===== src/rtl/store_queue_pkg.sv =====
// Shared types for the register-to-memory store path: default lane geometry,
// the queued store payload and the beat-sequencer state encoding.
package OpCodes;

  localparam int unsigned NSIG          = 15;
  localparam int unsigned REGLD_PER_CLK = 8;
  localparam int unsigned SQ_ADDR_W     = 32;

  // Field order matches the flattened entry {addr, data, mask} held in the FIFO
  typedef struct packed {
    logic [SQ_ADDR_W-1:0]              addr;
    logic [REGLD_PER_CLK-1:0][NSIG:0]  data;
    logic [REGLD_PER_CLK-1:0]          mask;
  } store_entry_t;

  typedef enum logic [0:0] {
    SQ_IDLE = 1'b0,
    SQ_SEND = 1'b1
  } sq_state_e;

endpackage


===== src/rtl/store_queue_fifo.sv =====
// First-word-fall-through FIFO holding flattened store entries; also exposes
// the entry behind the head so the sequencer can chain entries without a bubble.
module store_fifo #(
  parameter int unsigned WIDTH = 8,
  parameter int unsigned DEPTH = 4
) (
  input  logic             clk,
  input  logic             rst_n,
  input  logic             push,
  input  logic             pop,
  input  logic [WIDTH-1:0] wdata,
  output logic             full,
  output logic             empty,
  output logic             multi,
  output logic [WIDTH-1:0] head,
  output logic [WIDTH-1:0] head2
);

  localparam int unsigned AW = $clog2(DEPTH);

  logic [AW:0]      wr_ptr;
  logic [AW:0]      rd_ptr;
  logic [AW:0]      count;
  logic [AW-1:0]    rd_idx;
  logic [AW-1:0]    rd_idx2;
  logic [WIDTH-1:0] mem [DEPTH];

  assign count   = wr_ptr - rd_ptr;
  assign empty   = (wr_ptr == rd_ptr);
  assign full    = (count == (AW+1)'(DEPTH));
  assign multi   = (count > (AW+1)'(1));
  assign rd_idx  = rd_ptr[AW-1:0];
  assign rd_idx2 = rd_idx + AW'(1);
  assign head    = mem[rd_idx];
  assign head2   = mem[rd_idx2];

  always_ff @(posedge clk) begin
    if (!rst_n) begin
      wr_ptr <= '0;
      rd_ptr <= '0;
    end else begin
      if (push && !full) wr_ptr <= wr_ptr + (AW+1)'(1);
      if (pop && !empty) rd_ptr <= rd_ptr + (AW+1)'(1);
    end
  end

  // Storage needs no reset: pointers alone define validity
  always_ff @(posedge clk) begin
    if (push && !full) mem[wr_ptr[AW-1:0]] <= wdata;
  end

endmodule


===== src/rtl/store_queue.sv =====
// Lane-masked store queue: buffers stores and serialises them into memory beats.
// Optional STORE_QUEUE_STATS_EN adds push and stall counters.
module store_queue
  import OpCodes::*;
#(
  parameter int unsigned DATA_W    = NSIG + 1,
  parameter int unsigned LANES     = REGLD_PER_CLK,
  parameter int unsigned MEM_LANES = 4,
  parameter int unsigned DEPTH     = 4,
  parameter int unsigned ADDR_W    = 32
) (
  input  logic                                 clk,
  input  logic                                 rst_n,
  input  logic                                 st_valid_i,
  output logic                                 st_ready_o,
  input  logic [ADDR_W-1:0]                    st_addr_i,
  input  logic [LANES-1:0][DATA_W-1:0]         st_data_i,
  input  logic [LANES-1:0]                     st_mask_i,
  output logic                                 mem_valid_o,
  input  logic                                 mem_ready_i,
  output logic [ADDR_W-1:0]                    mem_addr_o,
  output logic [MEM_LANES-1:0][DATA_W-1:0]     mem_data_o,
  output logic [MEM_LANES-1:0]                 mem_mask_o,
  output logic                                 idle_o
`ifdef STORE_QUEUE_STATS_EN
  ,
  output logic [31:0]                          stat_stores_o,
  output logic [31:0]                          stat_stall_o
`endif
);

  localparam int unsigned NB         = LANES / MEM_LANES;
  localparam int unsigned BIW        = (NB > 1) ? $clog2(NB) : 1;
  localparam int unsigned BEAT_BYTES = MEM_LANES * DATA_W / 8;
  localparam int unsigned EW         = ADDR_W + LANES * DATA_W + LANES;

  typedef logic [LANES-1:0][DATA_W-1:0] lane_data_t;

  sq_state_e                    state, state_nxt;
  logic [BIW-1:0]               beat_idx, beat_nxt;
  logic                         valid_nxt;
  logic [ADDR_W-1:0]            addr_nxt;
  logic [MEM_LANES-1:0][DATA_W-1:0] data_nxt;
  logic [MEM_LANES-1:0]         mask_nxt;

  logic                         full, empty, multi, push, pop;
  logic [EW-1:0]                st_entry, head, head2, fresh;
  lane_data_t                   head_data, fresh_data;
  logic [ADDR_W-1:0]            head_addr, fresh_addr;
  logic [LANES-1:0]             head_mask, fresh_mask;
  logic                         cur_hit, fresh_hit, load_cur, load_fresh;
  logic [BIW-1:0]               cur_idx, fresh_idx;

  // Lowest beat at or above start whose lane mask is non-zero
  function automatic logic [BIW:0] find_beat(input logic [LANES-1:0] m,
                                             input int unsigned start);
    logic           found;
    logic [BIW-1:0] idx;
    found = 1'b0;
    idx   = '0;
    for (int unsigned b = 0; b < NB; b++) begin
      if (!found && b >= start && m[b*MEM_LANES +: MEM_LANES] != '0) begin
        found = 1'b1;
        idx   = BIW'(b);
      end
    end
    return {found, idx};
  endfunction

  assign st_entry   = {st_addr_i, st_data_i, st_mask_i};
  assign push       = st_valid_i && !full;
  assign st_ready_o = !full;
  assign idle_o     = empty && (state == SQ_IDLE);

  store_fifo #(.WIDTH(EW), .DEPTH(DEPTH)) u_fifo (
    .clk   (clk),
    .rst_n (rst_n),
    .push  (push),
    .pop   (pop),
    .wdata (st_entry),
    .full  (full),
    .empty (empty),
    .multi (multi),
    .head  (head),
    .head2 (head2)
  );

  // Next entry to start: bypass the input when nothing is queued ahead of it
  assign fresh = (state == SQ_IDLE) ? (empty ? st_entry : head)
                                    : (multi ? head2 : st_entry);

  assign head_addr  = head[EW-1 -: ADDR_W];
  assign head_data  = head[LANES +: LANES*DATA_W];
  assign head_mask  = head[LANES-1:0];
  assign fresh_addr = fresh[EW-1 -: ADDR_W];
  assign fresh_data = fresh[LANES +: LANES*DATA_W];
  assign fresh_mask = fresh[LANES-1:0];

  assign {cur_hit, cur_idx}     = find_beat(head_mask, 32'(beat_idx) + 32'd1);
  assign {fresh_hit, fresh_idx} = find_beat(fresh_mask, 32'd0);

  always_ff @(posedge clk) begin
    if (!rst_n) begin
      state       <= SQ_IDLE;
      beat_idx    <= '0;
      mem_valid_o <= 1'b0;
      mem_addr_o  <= '0;
      mem_data_o  <= '0;
      mem_mask_o  <= '0;
    end else begin
      state       <= state_nxt;
      beat_idx    <= beat_nxt;
      mem_valid_o <= valid_nxt;
      mem_addr_o  <= addr_nxt;
      mem_data_o  <= data_nxt;
      mem_mask_o  <= mask_nxt;
    end
  end

  always_comb begin
    state_nxt  = state;
    beat_nxt   = beat_idx;
    valid_nxt  = mem_valid_o;
    addr_nxt   = mem_addr_o;
    data_nxt   = mem_data_o;
    mask_nxt   = mem_mask_o;
    pop        = 1'b0;
    load_cur   = 1'b0;
    load_fresh = 1'b0;
    case (state)
      SQ_IDLE: begin
        // A queued all-zero-mask entry is retired without emitting a beat
        if (!empty || push) begin
          if (fresh_hit) load_fresh = 1'b1;
          else           pop        = !empty;
        end
      end
      SQ_SEND: begin
        if (mem_ready_i) begin
          if (cur_hit) begin
            load_cur = 1'b1;
          end else begin
            pop = 1'b1;
            if ((multi || push) && fresh_hit) begin
              load_fresh = 1'b1;
            end else begin
              state_nxt = SQ_IDLE;
              valid_nxt = 1'b0;
            end
          end
        end
      end
      default: state_nxt = SQ_IDLE;
    endcase
    if (load_cur) begin
      beat_nxt = cur_idx;
      addr_nxt = head_addr + ADDR_W'(BEAT_BYTES * 32'(cur_idx));
      data_nxt = head_data[cur_idx*MEM_LANES +: MEM_LANES];
      mask_nxt = head_mask[cur_idx*MEM_LANES +: MEM_LANES];
    end
    if (load_fresh) begin
      state_nxt = SQ_SEND;
      valid_nxt = 1'b1;
      beat_nxt  = fresh_idx;
      addr_nxt  = fresh_addr + ADDR_W'(BEAT_BYTES * 32'(fresh_idx));
      data_nxt  = fresh_data[fresh_idx*MEM_LANES +: MEM_LANES];
      mask_nxt  = fresh_mask[fresh_idx*MEM_LANES +: MEM_LANES];
    end
  end

`ifdef STORE_QUEUE_STATS_EN
  // Saturating activity counters
  always_ff @(posedge clk) begin
    if (!rst_n) begin
      stat_stores_o <= '0;
      stat_stall_o  <= '0;
    end else begin
      if (push && stat_stores_o != '1) stat_stores_o <= stat_stores_o + 32'd1;
      if (mem_valid_o && !mem_ready_i && stat_stall_o != '1)
        stat_stall_o <= stat_stall_o + 32'd1;
    end
  end
`endif

endmodule


===== config.mk =====
export PLATFORM = sky130hd
export DESIGN_NAME = store_queue
export DESIGN_NICKNAME = d
export VERILOG_FILES = /design/src/rtl/store_queue_pkg.sv /design/src/rtl/store_queue_fifo.sv /design/src/rtl/store_queue.sv
export SDC_FILE = /design/constraint.sdc
export NUM_CORES = 1
export LEC_CHECK = 0
export CORE_AREA = 2 2 381 270
export DETAILED_ROUTE_END_ITERATION = 10
export DIE_AREA = 0 0 383 272
export GPL_TIMING_DRIVEN = 0
export PLACE_DENSITY = 0.57
export SLEW_MARGIN = 20
export SYNTH_ARGS = -nofsm -noshare
export SYNTH_HDL_FRONTEND = slang
export SYNTH_SLANG_ARGS = --single-unit

===== constraint.sdc =====
create_clock -name clk -period 11.6 [get_ports clk]
set_input_delay 2.32 -clock clk [delete_from_list [all_inputs] [get_ports clk]]
set_output_delay 2.32 -clock clk [all_outputs]
set_load 0.01 [all_outputs]

==> summary.txt <==
Status
  – Run status: finished clean

Power
  – Pint: roughly 5.8 mW
  – Clock power frac: 0.345
  – Power share of the sequential group: 0.416
  – Leakage power: around 16 nW
  – Switching pwr: 2.569 mW
  – Worst vdd ir: 107.7 uV
  – Pwr Density: about 180 mW/mm2
  – Net Sw Frac: 0.3069
  – Part of the power in combinational logic: 0.240

Yosys
  – Main synth FF type: edfxtp_1
  – Flip-flop and latch count after synthesis: around 780
  – Post-Syn Area: between 0.03 and 0.04 mm2
  – Number of synthesized flops with an enable pin: 672
  – Post-synth ARST share: 0
  – Sequential fraction of the synthesis area: 0.5622
  – Syn Inst Count: approximately 3,000
  – YS warnings: 0
  – Avg Synthesized Cell Area: 13.44 um2
  – Post-synth net total: around 3,100
  – Synth cell types: between 60 and 70

Critical path
  – Crit-path cells: inv_1, ha_1, fa_1, clkbuf_1, inv_1, buf_2, nor2_4, buf_2, buf_2, clkbuf_1, nand2_1, and3_1, a31oi_1, ha_1, inv_1, a311o_1, nor4_4, nand3_1, xor2_1, o22ai_1
  – Crit-path max FO: 10
  – Critical-path top delay cell: nor4_4
  – WS Path Type: reg -> reg
  – CP startpoint kind: flop
  – Slowest stage delay, CP: between 600 and 700 ps
  – R2R Path End: mem_addr_o[22]
  – R2R Path Start: u_fifo.wr_ptr[0]
  – R2R cell count: 20
  – Worst Setup End Kind: flop
  – Worst EP arrival: between 7000 and 8000 ps
  – CP bufs+invs: 8
  – WP data required: 12,110 ps
  – CP top delay family: buffers and inverters
  – Reg2Reg Setup Slack: roughly 5000 ps

STA
  – PnR worst setup slack: 4909 ps
  – Highest Clock Rate: 149.5 MHz
  – Final hold violations: 0
  – Slew @ Worst Pin: around 1200 ps
  – TNS Setup: 0 ps
  – Max Slew Vio Count: 0
  – Headroom to the max-slew limit: 0.2291
  – RSZ-0062 raised after global routing: false
  – Period utilization: 0.5768
  – Worst clock skew: 25.43 ps
  – Setup-failing EPs final: 0
  – Minimum clock period: 6691 ps

Global route
  – Grt total ovfl: 0
  – Initial antenna violation count: 29
  – Vias in the first global route: 27,920
  – Overall routing resource usage: 0.2527
  – First-pass GRT wire length: 193,900 um
  – Largest net degree at the start of global routing: 44

Clock network
  – Clk root buf: clkbuf_16
  – Cts repair resizes: 0
  – CTS tree: built
  – Clk_lat worst skew: 670 ps
  – Clock sink total: 783
  – Setup Fix Bufs, Post-CTS: 0
  – CTS Buf Count: between 80 and 90
  – Clock transition at path regs: approximately 70 ps
  – Hold-fix buffers, CTS: 0
  – CTS H-tree lvls: 3
  – Worst-case clock buffer depth: 3

Placed design
  – DP HPWL: approximately 93,000 um
  – Count of input and output buffers: roughly 270
  – RePlAce Congestion: approximately 0.91
  – DP Cell Count: between 4,000 and 5,000
  – Post-place setup slack: 4951 ps

Hold path
  – Hold path depth: 2
  – Hold Path Class: reg -> reg
  – Hold worst-path end: mem_data_o[55]
  – Startpoint of the worst hold path: mem_data_o[55]

Drt
  – DRT Pass-1 Iters: 6
  – Remaining DRCs: 0
  – Vias per cell: approximately 6
  – Post-DR wirelength/cell: around 28 um
  – Final antenna-violating net count: 0
  – 1st-iter DRT viols: between 3,000 and 4,000
  – DR vias: approximately 29,000
  – Final wirelength: between 100,000 and 150,000 um

Final layout
  – Most common cell after layout, fill and taps aside: edfxtp_1
  – Most frequent cells in the layout: 672 x edfxtp_1, 633 x nand2_1, 336 x mux4_2
  – Final core utilization: 0.4728
  – Non-filler cells, final: 4,772
  – Area Overhead vs Synth: 19.75%
  – Layout cell share with drive strength beyond 1: 0.1816
  – Nets: 3,523

Floorplan
  – Die Width: 383 um
  – Core area: a little over 0.1 mm2
  – DIE AREA: around 0.10 mm2
  – I/O pin cnt: approximately 280
  – Row cnt: a little under 100
  – Overall die height: 272 um
  – Initial Utilization: 0.3948

Job
  – MaxCap Viol Count: 0
worst register-to-register path, stage by stage, from the launching register on:
cell	delay, ps
dfxtp_1	360
inv_1	120
ha_1	210
fa_1	480
clkbuf_1	320
inv_1	190
buf_2	240
nor2_4	570
buf_2	540
buf_2	400
clkbuf_1	550
nand2_1	110
and3_1	180
a31oi_1	240
ha_1	290
inv_1	60
a311o_1	390
nor4_4	640
nand3_1	170
xor2_1	320
o22ai_1	130
cells by family (layout without fill, tap and decap cells):
group | count (synthesis) | after routing | synth area share
AND/OR/NAND/NOR | 1011 | 1011 | 0.1138
flip-flops | 783 | 783 | 0.5622
buffers and inverters | 278 | 723 | 0.03216
other | 0 | 13 | 0
adder cells (fa/ha/maj) | 12 | 12 | 0.003957
AO/OA/AOI/OAI | 483 | 483 | 0.08365
multiplexers | 339 | 339 | 0.1907
XOR/XNOR | 58 | 58 | 0.01353
area by class of cell:
cell class	count	area [um2]
inverter	12	45.04
clock inverter	52	668.1
tap	1350	1689
fill	8865	53200
multi-input combinational	1903	16190
sequential	783	22400
timing repair buffer	291	3176
clock buffer	102	2271
buffer	266	1244
antenna	13	32.53
stage by stage:
step | hold slack, ps | area [um2] | power [mW]
after floorplan | 480.5 | 39850 | 4.593
after global placement | 488.4 | 44270 | 5.507
after detailed placement | 492.3 | 44740 | 5.501
after CTS | 501.7 | 47680 | 8.373
after global routing | 548.2 | 47700 | 8.679
final | 508.0 | 47710 | 8.370
flip-flops by register name, indices dropped and copies added, names as in the netlist, named ones only:
register and cells:
mem_addr_o 32, u_fifo.rd_ptr 3, state 1, u_fifo.wr_ptr 3
mem_valid_o 1, u_fifo.mem 672, mem_mask_o 4, mem_data_o 64
beat_idx 1
Yosys cell counts (26+ instances only):
cell / n / area, um2
a21oi_1: 82 / 410.4
a311oi_1: 78 / 683.2
a31oi_1: 91 / 569.3
a32oi_1: 26 / 227.7
and3_1: 143 / 894.6
buf_1: 34 / 127.6
buf_2: 70 / 350.3
clkbuf_1: 138 / 518.0
dfxtp_1: 111 / 2222
edfxtp_1: 672 / 20180
mux4_2: 336 / 7567
nand2_1: 633 / 2376
nand3_1: 101 / 505.5
nor2_1: 54 / 202.7
nor3_1: 33 / 165.2
o21ai_0: 86 / 430.4
o221ai_1: 53 / 464.2
xor2_1: 35 / 306.5
worst max-delay path by stage:
stage                           startpoint           endpoint  slack [ps]  depth (start not counted)
final                     u_fifo.wr_ptr[0]     mem_addr_o[22]        4910                         20
after global routing      u_fifo.wr_ptr[0]     mem_addr_o[22]        4600                         20
after CTS                 u_fifo.wr_ptr[0]     mem_addr_o[22]        4980                         20
after detailed placement      st_mask_i[7]     mem_addr_o[22]        4950                         15
after global placement          st_valid_i  u_fifo.mem[0][78]         380                          2
after floorplan                 st_valid_i   u_fifo.mem[3][0]        4800                          1
metal layers:
layer / track usage / share of wire / up-vias
li1: - / - / 12530
met1: 0.3837 / 0.44 / 15130
met2: 0.3649 / 0.44 / 1435
met3: 0.06285 / 0.10 / 195
met4: 0.05543 / 0.019 / 28
met5: 0 / 0.0012 / -
power by group through the flow:
stage          clock network (mW)  logic, mW  registers, mW
6_report                     2.89       2.01           3.48
5_1_grt                      3.04       2.15           3.49
4_1_cts                      2.92       1.98           3.47
3_5_place_dp                    0       1.97           3.53
3_3_place_gp                    0       1.92           3.59
2_1_floorplan                   0       1.07           3.52
Power figures use the tool's default switching activity.
